==> config.mk <==
export PLATFORM = sky130hd
export DESIGN_NAME = window_xy_ctrl_flat
export DESIGN_NICKNAME = d
export VERILOG_FILES = /design/src/rtl/window_xy_ctrl_if.sv /design/src/rtl/window_xy_ctrl.sv /design/src/flat_wrapper.sv
export SDC_FILE = /design/constraint.sdc
export NUM_CORES = 1
export LEC_CHECK = 0
export BUFFER_PORTS_ARGS = -buffer_cell sky130_fd_sc_hd__buf_2
export CAP_MARGIN = 40
export CORE_MARGIN = 2
export CORE_UTILIZATION = 61
export DETAILED_ROUTE_END_ITERATION = 10
export GPL_ROUTABILITY_DRIVEN = 1
export PLACE_DENSITY = 0.85
export SETUP_SLACK_MARGIN = 0.15
export SYNTH_ARGS = -nofsm -noshare
export SYNTH_HDL_FRONTEND = slang
export SYNTH_SLANG_ARGS = --single-unit
==> constraint.sdc <==
create_clock -name clock -period 3.9 [get_ports clock]
set_clock_uncertainty 0.1 [all_clocks]
set_input_delay 0.195 -clock clock [delete_from_list [all_inputs] [get_ports clock]]
set_output_delay 0.195 -clock clock [all_outputs]
set_load 0.02 [all_outputs]
==> src/rtl/window_xy_ctrl_if.sv <==
// Pixel-stream and window-output handshake bundle for window_xy_ctrl.
// The controller side uses the slave modport; the stream source/sink uses master.
interface window_xy_ctrl_if #(
  parameter int CW = 10,
  parameter int RW = 9
) ();
  logic          in_valid;
  logic          in_ready;
  logic          win_clken;
  logic          out_valid;
  logic          out_ready;
  logic [CW-1:0] out_col;
  logic [RW-1:0] out_row;

  modport master (
    output in_valid, out_ready,
    input  in_ready, win_clken, out_valid, out_col, out_row
  );

  modport slave (
    input  in_valid, out_ready,
    output in_ready, win_clken, out_valid, out_col, out_row
  );
endinterface

==> src/rtl/window_xy_ctrl.sv <==
// Sequencer for the left-image disparity window shift register: gates the
// window shift, tracks row/column and presents the window as a held output stage.
module window_xy_ctrl #(
  parameter int IMG_WIDTH  = 640,
  parameter int IMG_HEIGHT = 480,
  parameter int WIN_DEPTH  = 258,
  parameter int ROW_GAP    = 4,
  parameter int CW         = $clog2(IMG_WIDTH),
  parameter int RW         = $clog2(IMG_HEIGHT)
) (
  input  logic             clock,
  input  logic             rst,
  input  logic             start,
  input  logic             abort,
  window_xy_ctrl_if.slave  bus,
  output logic             row_done,
  output logic             frame_done,
  output logic             busy
);

  localparam logic [1:0] S_IDLE  = 2'd0;
  localparam logic [1:0] S_RUN   = 2'd1;
  localparam logic [1:0] S_GAP   = 2'd2;
  localparam logic [1:0] S_DRAIN = 2'd3;

  localparam int GW = (ROW_GAP > 1) ? $clog2(ROW_GAP) : 1;

  localparam logic [CW-1:0] LAST_COL   = CW'(IMG_WIDTH - 1);
  localparam logic [CW-1:0] FIRST_FULL = CW'(WIN_DEPTH - 1);
  localparam logic [RW-1:0] LAST_ROW   = RW'(IMG_HEIGHT - 1);
  localparam logic [GW-1:0] GAP_LOAD   = GW'(ROW_GAP - 1);

  logic [1:0]    state_q, state_d;
  logic [CW-1:0] col_q, col_d;
  logic [RW-1:0] row_q, row_d;
  logic [GW-1:0] gap_q, gap_d;
  logic          out_valid_q, out_valid_d;
  logic [CW-1:0] out_col_q, out_col_d;
  logic [RW-1:0] out_row_q, out_row_d;
  logic          row_done_q, row_done_d;
  logic          frame_done_q, frame_done_d;

  logic abort_act;
  logic in_ready;
  logic accept;

  // The window itself is the output register, so a shift must wait until any
  // unconsumed window has been taken.
  assign abort_act = abort & (state_q != S_IDLE);
  assign in_ready  = (state_q == S_RUN) & ~abort_act & (~out_valid_q | bus.out_ready);
  assign accept    = bus.in_valid & in_ready;

  always_comb begin
    state_d      = state_q;
    col_d        = col_q;
    row_d        = row_q;
    gap_d        = gap_q;
    out_valid_d  = out_valid_q;
    out_col_d    = out_col_q;
    out_row_d    = out_row_q;
    row_done_d   = 1'b0;
    frame_done_d = 1'b0;

    if (out_valid_q & bus.out_ready) out_valid_d = 1'b0;

    case (state_q)
      S_IDLE: begin
        if (start) begin
          col_d   = '0;
          row_d   = '0;
          state_d = S_RUN;
        end
      end
      S_RUN: begin
        if (accept) begin
          out_col_d   = col_q;
          out_row_d   = row_q;
          // Column restarts every row, so stale pixels of the previous row never qualify.
          out_valid_d = (col_q >= FIRST_FULL);
          if (col_q == LAST_COL) begin
            col_d      = '0;
            row_done_d = 1'b1;
            if (row_q == LAST_ROW) begin
              state_d = S_DRAIN;
            end else begin
              row_d   = row_q + 1'b1;
              gap_d   = GAP_LOAD;
              state_d = S_GAP;
            end
          end else begin
            col_d = col_q + 1'b1;
          end
        end
      end
      S_GAP: begin
        if (gap_q == '0) state_d = S_RUN;
        else             gap_d   = gap_q - 1'b1;
      end
      S_DRAIN: begin
        if (~out_valid_q | bus.out_ready) begin
          frame_done_d = 1'b1;
          state_d      = S_IDLE;
        end
      end
      default: state_d = S_IDLE;
    endcase

    if (abort_act) begin
      state_d      = S_IDLE;
      out_valid_d  = 1'b0;
      col_d        = '0;
      row_d        = '0;
      gap_d        = '0;
      row_done_d   = 1'b0;
      frame_done_d = 1'b0;
    end
  end

  always_ff @(posedge clock or posedge rst) begin
    if (rst) begin
      state_q      <= S_IDLE;
      col_q        <= '0;
      row_q        <= '0;
      gap_q        <= '0;
      out_valid_q  <= 1'b0;
      out_col_q    <= '0;
      out_row_q    <= '0;
      row_done_q   <= 1'b0;
      frame_done_q <= 1'b0;
    end else begin
      state_q      <= state_d;
      col_q        <= col_d;
      row_q        <= row_d;
      gap_q        <= gap_d;
      out_valid_q  <= out_valid_d;
      out_col_q    <= out_col_d;
      out_row_q    <= out_row_d;
      row_done_q   <= row_done_d;
      frame_done_q <= frame_done_d;
    end
  end

  assign bus.in_ready  = in_ready;
  assign bus.win_clken = accept;
  assign bus.out_valid = out_valid_q;
  assign bus.out_col   = out_col_q;
  assign bus.out_row   = out_row_q;
  assign row_done      = row_done_q;
  assign frame_done    = frame_done_q;
  assign busy          = (state_q != S_IDLE);

endmodule

==> src/flat_wrapper.sv <==
// flat-port wrapper written by rule: the top's interface ports become plain ports
module window_xy_ctrl_flat 
#(
  parameter int IMG_WIDTH  = 640,
  parameter int IMG_HEIGHT = 480,
  parameter int WIN_DEPTH  = 258,
  parameter int ROW_GAP    = 4,
  parameter int CW         = $clog2(IMG_WIDTH),
  parameter int RW         = $clog2(IMG_HEIGHT)
)
  (clock, rst, start, abort, row_done, frame_done, busy, bus_in_valid, bus_out_ready, bus_in_ready, bus_win_clken, bus_out_valid, bus_out_col, bus_out_row);
  window_xy_ctrl_if #(.CW(CW), .RW(RW)) bus_i ();
  input  logic clock;
  input  logic rst;
  input  logic start;
  input  logic abort;
  output logic row_done;
  output logic frame_done;
  output logic busy;
  input wire logic [$bits(bus_i.in_valid)-1:0] bus_in_valid;
  input wire logic [$bits(bus_i.out_ready)-1:0] bus_out_ready;
  output wire logic [$bits(bus_i.in_ready)-1:0] bus_in_ready;
  output wire logic [$bits(bus_i.win_clken)-1:0] bus_win_clken;
  output wire logic [$bits(bus_i.out_valid)-1:0] bus_out_valid;
  output wire logic [$bits(bus_i.out_col)-1:0] bus_out_col;
  output wire logic [$bits(bus_i.out_row)-1:0] bus_out_row;
  assign bus_i.in_valid = bus_in_valid;
  assign bus_i.out_ready = bus_out_ready;
  assign bus_in_ready = bus_i.in_ready;
  assign bus_win_clken = bus_i.win_clken;
  assign bus_out_valid = bus_i.out_valid;
  assign bus_out_col = bus_i.out_col;
  assign bus_out_row = bus_i.out_row;
  window_xy_ctrl #(.IMG_WIDTH(IMG_WIDTH), .IMG_HEIGHT(IMG_HEIGHT), .WIN_DEPTH(WIN_DEPTH), .ROW_GAP(ROW_GAP), .CW(CW), .RW(RW)) u_core (.clock(clock), .rst(rst), .start(start), .abort(abort), .bus(bus_i), .row_done(row_done), .frame_done(frame_done), .busy(busy));
endmodule
==> run_results.csv <==
group,metric,value,unit
clocking,cts_htree_levels,2,
place,io_buffer_count,30,
clocking,root_buffer,"clkbuf_8",
synth,postSynthCellCount,258,
synth,synth.distinct_cells,41,
detailed_routing,dr.first_iter.drc_count,179,
timing,finalHoldWorstSlack,0.1365,ns
worst_setup_path,cp_top_family,"buffers and inverters",
timing,setup_violations,0,
synth,syn_avg_cell_area,8.884,sq um
synth,syn_area,2292,sq um
worst_setup_path,slowest_delay,0.46,ns
synth,synth_top_area_share,0.4913,
synth,yosysTopAreaCell,"dfrtp_1",
worst_setup_path,cp_slowest_cell,"clkinv_1",
power,max-vdd-ir-drop,0.4195,mV
timing,period_share,0.7704,
place,dp_cells,329,
global_route,grt_max_degree,46,
clocking,clkTransAtPathRegs,0.08,ns
timing,tightest_slew,0.6471,ns
cells_and_area,nets,304,
floorplanning,die_w,65.30,um
global_route,grt_use_total,0.2536,
global_route,antenna_found_initial,0,
cells_and_area,num_antenna_cells,0,
power,power,0.001412,W
clocking,cts_tree,"yes",
timing,rsz0062_at_grt,"no",
clocking,cts_buffer_depth,2,
worst_setup_path,crit_type,"flip-flop to output pin",
place,place_hpwl,3.466,mm
timing,hold_violations,0,
clocking,clk-insertion-delay-late,0.30,ns
cells_and_area,syn2layout_area_growth,12.66,%
worst_setup_path,worstPathRequired,3.61,ns
detailed_routing,drc,0,
clocking,cts_made_buffers,5,
timing,setup_slack,0.8953,ns
worst_setup_path,crit_chain,"inv_1, ha_1, nand2b_1, and2_1, nand2_1, buf_4, clkinv_1, buf_2",
synth,syn_nets,273,
clocking,clock_sinks,45,
floorplanning,die_y,65.30,um
worst_setup_path,path_buf_inv,4,
timing,slew_headroom,0.5670,
cells_and_area,fin_cells,338,
power,power_density,546.7,nW/um^2
global_route,grt_overflow_total,0,
timing,fmax,332.8,MHz
power,leakage,1.307,nW
detailed_routing,vias,1998,
floorplanning,core,3633,sq um
floorplanning,io_pins,31,
synth,async_flop_share,1.000,
floorplanning,initial_utilization,0.6309,
detailed_routing,drt_pre_antenna_iters,4,
cells_and_area,nFillCells,269,
timing,tns,0,ns
timing,post-route-min-period,3.005,ns
floorplanning,dieArea,4264,sq um
global_route,grt_pass1_vias,1855,
outcome,status,"finished, final reports clean",
worst_setup_path,cp-start-kind,"flip-flop",
worst_setup_path,critPathArrivalTime,2.71,ns
floorplanning,row_count,22,
place,gp_congestion,0.9149,
detailed_routing,wire_per_inst,14.47,um
detailed_routing,ant_nets,0,
worst_hold_path,hold_path_class,"primary input to flip-flop",
cells_and_area,drive_gt1_frac,0.1517,
synth,ys_warn_count,0,
detailed_routing,drt_wl_total,4.891,mm
timing,maxSlewViolCount,0,
place,pre_cts_ws,1.206,ns
synth,synth-seq-cells,45,
synth,synth.area.top_cells,"dfrtp_1 49%, nand2_1 10%, ha_1 4.9%",
synth,yosysSeqAreaShare,0.4913,
synth,ys.flop_type,"dfrtp_1",
worst_setup_path,end_kind,"output pin",
worst_setup_path,crit_path_max_fanout,24,
synth,synth_edf_count,0,
flow_run,cap_violations,0,
detailed_routing,via_per_inst,5.911,
global_route,grt_pass1_wl,8.300,mm
==> final cells by class <==
type | instances | area [sq um] | share of cell area
clock inverter | 2 | 13.76 | 0.005329
multi-input combinational | 192 | 1080 | 0.4181
clock buffer | 6 | 82.58 | 0.03198
tap | 48 | 60.06 | 0.02326
inverter | 12 | 45.04 | 0.01744
sequential | 45 | 1126 | 0.4360
timing repair buffer | 33 | 175.2 | 0.06783
==> placed cells by master, fill, tap and decap left out, types with 2 or more instances in the layout <==
cell type / count
a21oi_1: 10
a221oi_1: 2
and2_1: 3
and3_1: 5
buf_2: 30
buf_4: 2
clkbuf_8: 6
clkinv_1: 2
dfrtp_1: 45
ha_1: 9
inv_1: 10
nand2_1: 63
nand2b_1: 3
nand3_1: 11
nand4_1: 9
nor2_1: 15
nor2b_1: 4
nor3_1: 5
o21ai_0: 16
o311ai_0: 2
o31ai_1: 4
or3_1: 5
or4_1: 4
xor2_1: 5
==> registers in the layout (all words and copies together), names as in the netlist <==
register              flops
u_core.bus.out_row        9
u_core.bus.out_valid      1
u_core.row_q              9
u_core.gap_q              2
u_core.col_q             10
u_core.row_done           1
u_core.frame_done         1
u_core.bus.out_col       10
u_core.state_q            2
==> stage by stage <==
step / cell area (sq um) / utilization
2_1_floorplan: 2292 / -
3_3_place_gp: 2476 / 0.6815
3_5_place_dp: 2476 / 0.6815
4_1_cts: 2582 / 0.7107
5_1_grt: 2582 / 0.7107
6_report: 2582 / 0.7107
==> synthesized netlist by cell type (2+ instances only) <==
master / n
o311ai_0: 2
dfrtp_1: 45
clkbuf_1: 7
and2_1: 3
and3_1: 5
xor2_1: 5
nand4_1: 9
or3_1: 5
a221oi_1: 2
o31ai_1: 4
nand2b_1: 3
or4_1: 4
inv_1: 11
nor2_1: 15
nand3_1: 11
nand2_1: 63
nor3_1: 5
ha_1: 9
a21oi_1: 10
o21ai_0: 16
nor2b_1: 4
==> repair_timing <==
action                                 in CTS  in global routing
endpoints found under the hold margin      45                  0
gates resized for setup                     0                  0
hold buffers                                1                  0
setup buffers                               0                  0
==> cells by family after synthesis <==
kind of cell / Yosys count / share of synthesized area
AOI/OAI and AO/OA: 43 / 0.1163
DFF: 45 / 0.4913
and+or+nand+nor: 133 / 0.2773
adders and majority gates: 9 / 0.04913
xor gates and xnor gates: 5 / 0.01910
muxes: 2 / 0.009279
buffers and inverters: 21 / 0.03766
==> path summary, 6_finish.rpt <==
| check | slack, ns | end | from | cells past startpoint |
|---|---|---|---|---|
| min in group asynchronous | 0.47 | u_core.col_q[5]$_DFFE_PP0P_ | rst | 4 |
| worst max-delay path | 0.90 | bus_win_clken | u_core.state_q[1]$_DFFE_PP0P_ | 8 |
| worst max register to register | 1.16 | u_core.row_q[0]$_DFFE_PP0P_ | u_core.col_q[0]$_DFFE_PP0P_ | 6 |
| max in group asynchronous | 2.85 | u_core.row_q[8]$_DFFE_PP0P_ | rst | 4 |
| worst min register to register | 0.38 | u_core.bus.out_row[8]$_DFFE_PP0P_ | u_core.bus.out_row[8]$_DFFE_PP0P_ | 2 |
| worst min-delay path | 0.14 | u_core.bus.out_valid$_DFF_PP0_ | bus_out_ready | 3 |
==> power breakdown <==
part,internal (W),switching [W],leakage [nW]
registers,0.000522,0.0000444,0.619
logic,0.000170,0.000374,0.637
clock network,0.000144,0.000157,0.0512
total,0.000836,0.000576,1.31
==> worst min-delay path, cell delays in order <==
cell and delay, ns:
buf_2 0.08, nand2b_1 0.13, a21oi_1 0.07
==> per-layer routing <==
| layer | part of all wire | wire, um | up-vias | track usage |
|---|---|---|---|---|
| met5 | 0 | 0 | - | 0 |
| met4 | 0.029 | 140 | 0 | 0.09375 |
| met3 | 0.059 | 291 | 20 | 0.06336 |
| met2 | 0.48 | 2341 | 74 | 0.4171 |
| met1 | 0.43 | 2117 | 947 | 0.3257 |
| li1 | - | - | 957 | - |
Power figures use the tool's default switching activity.
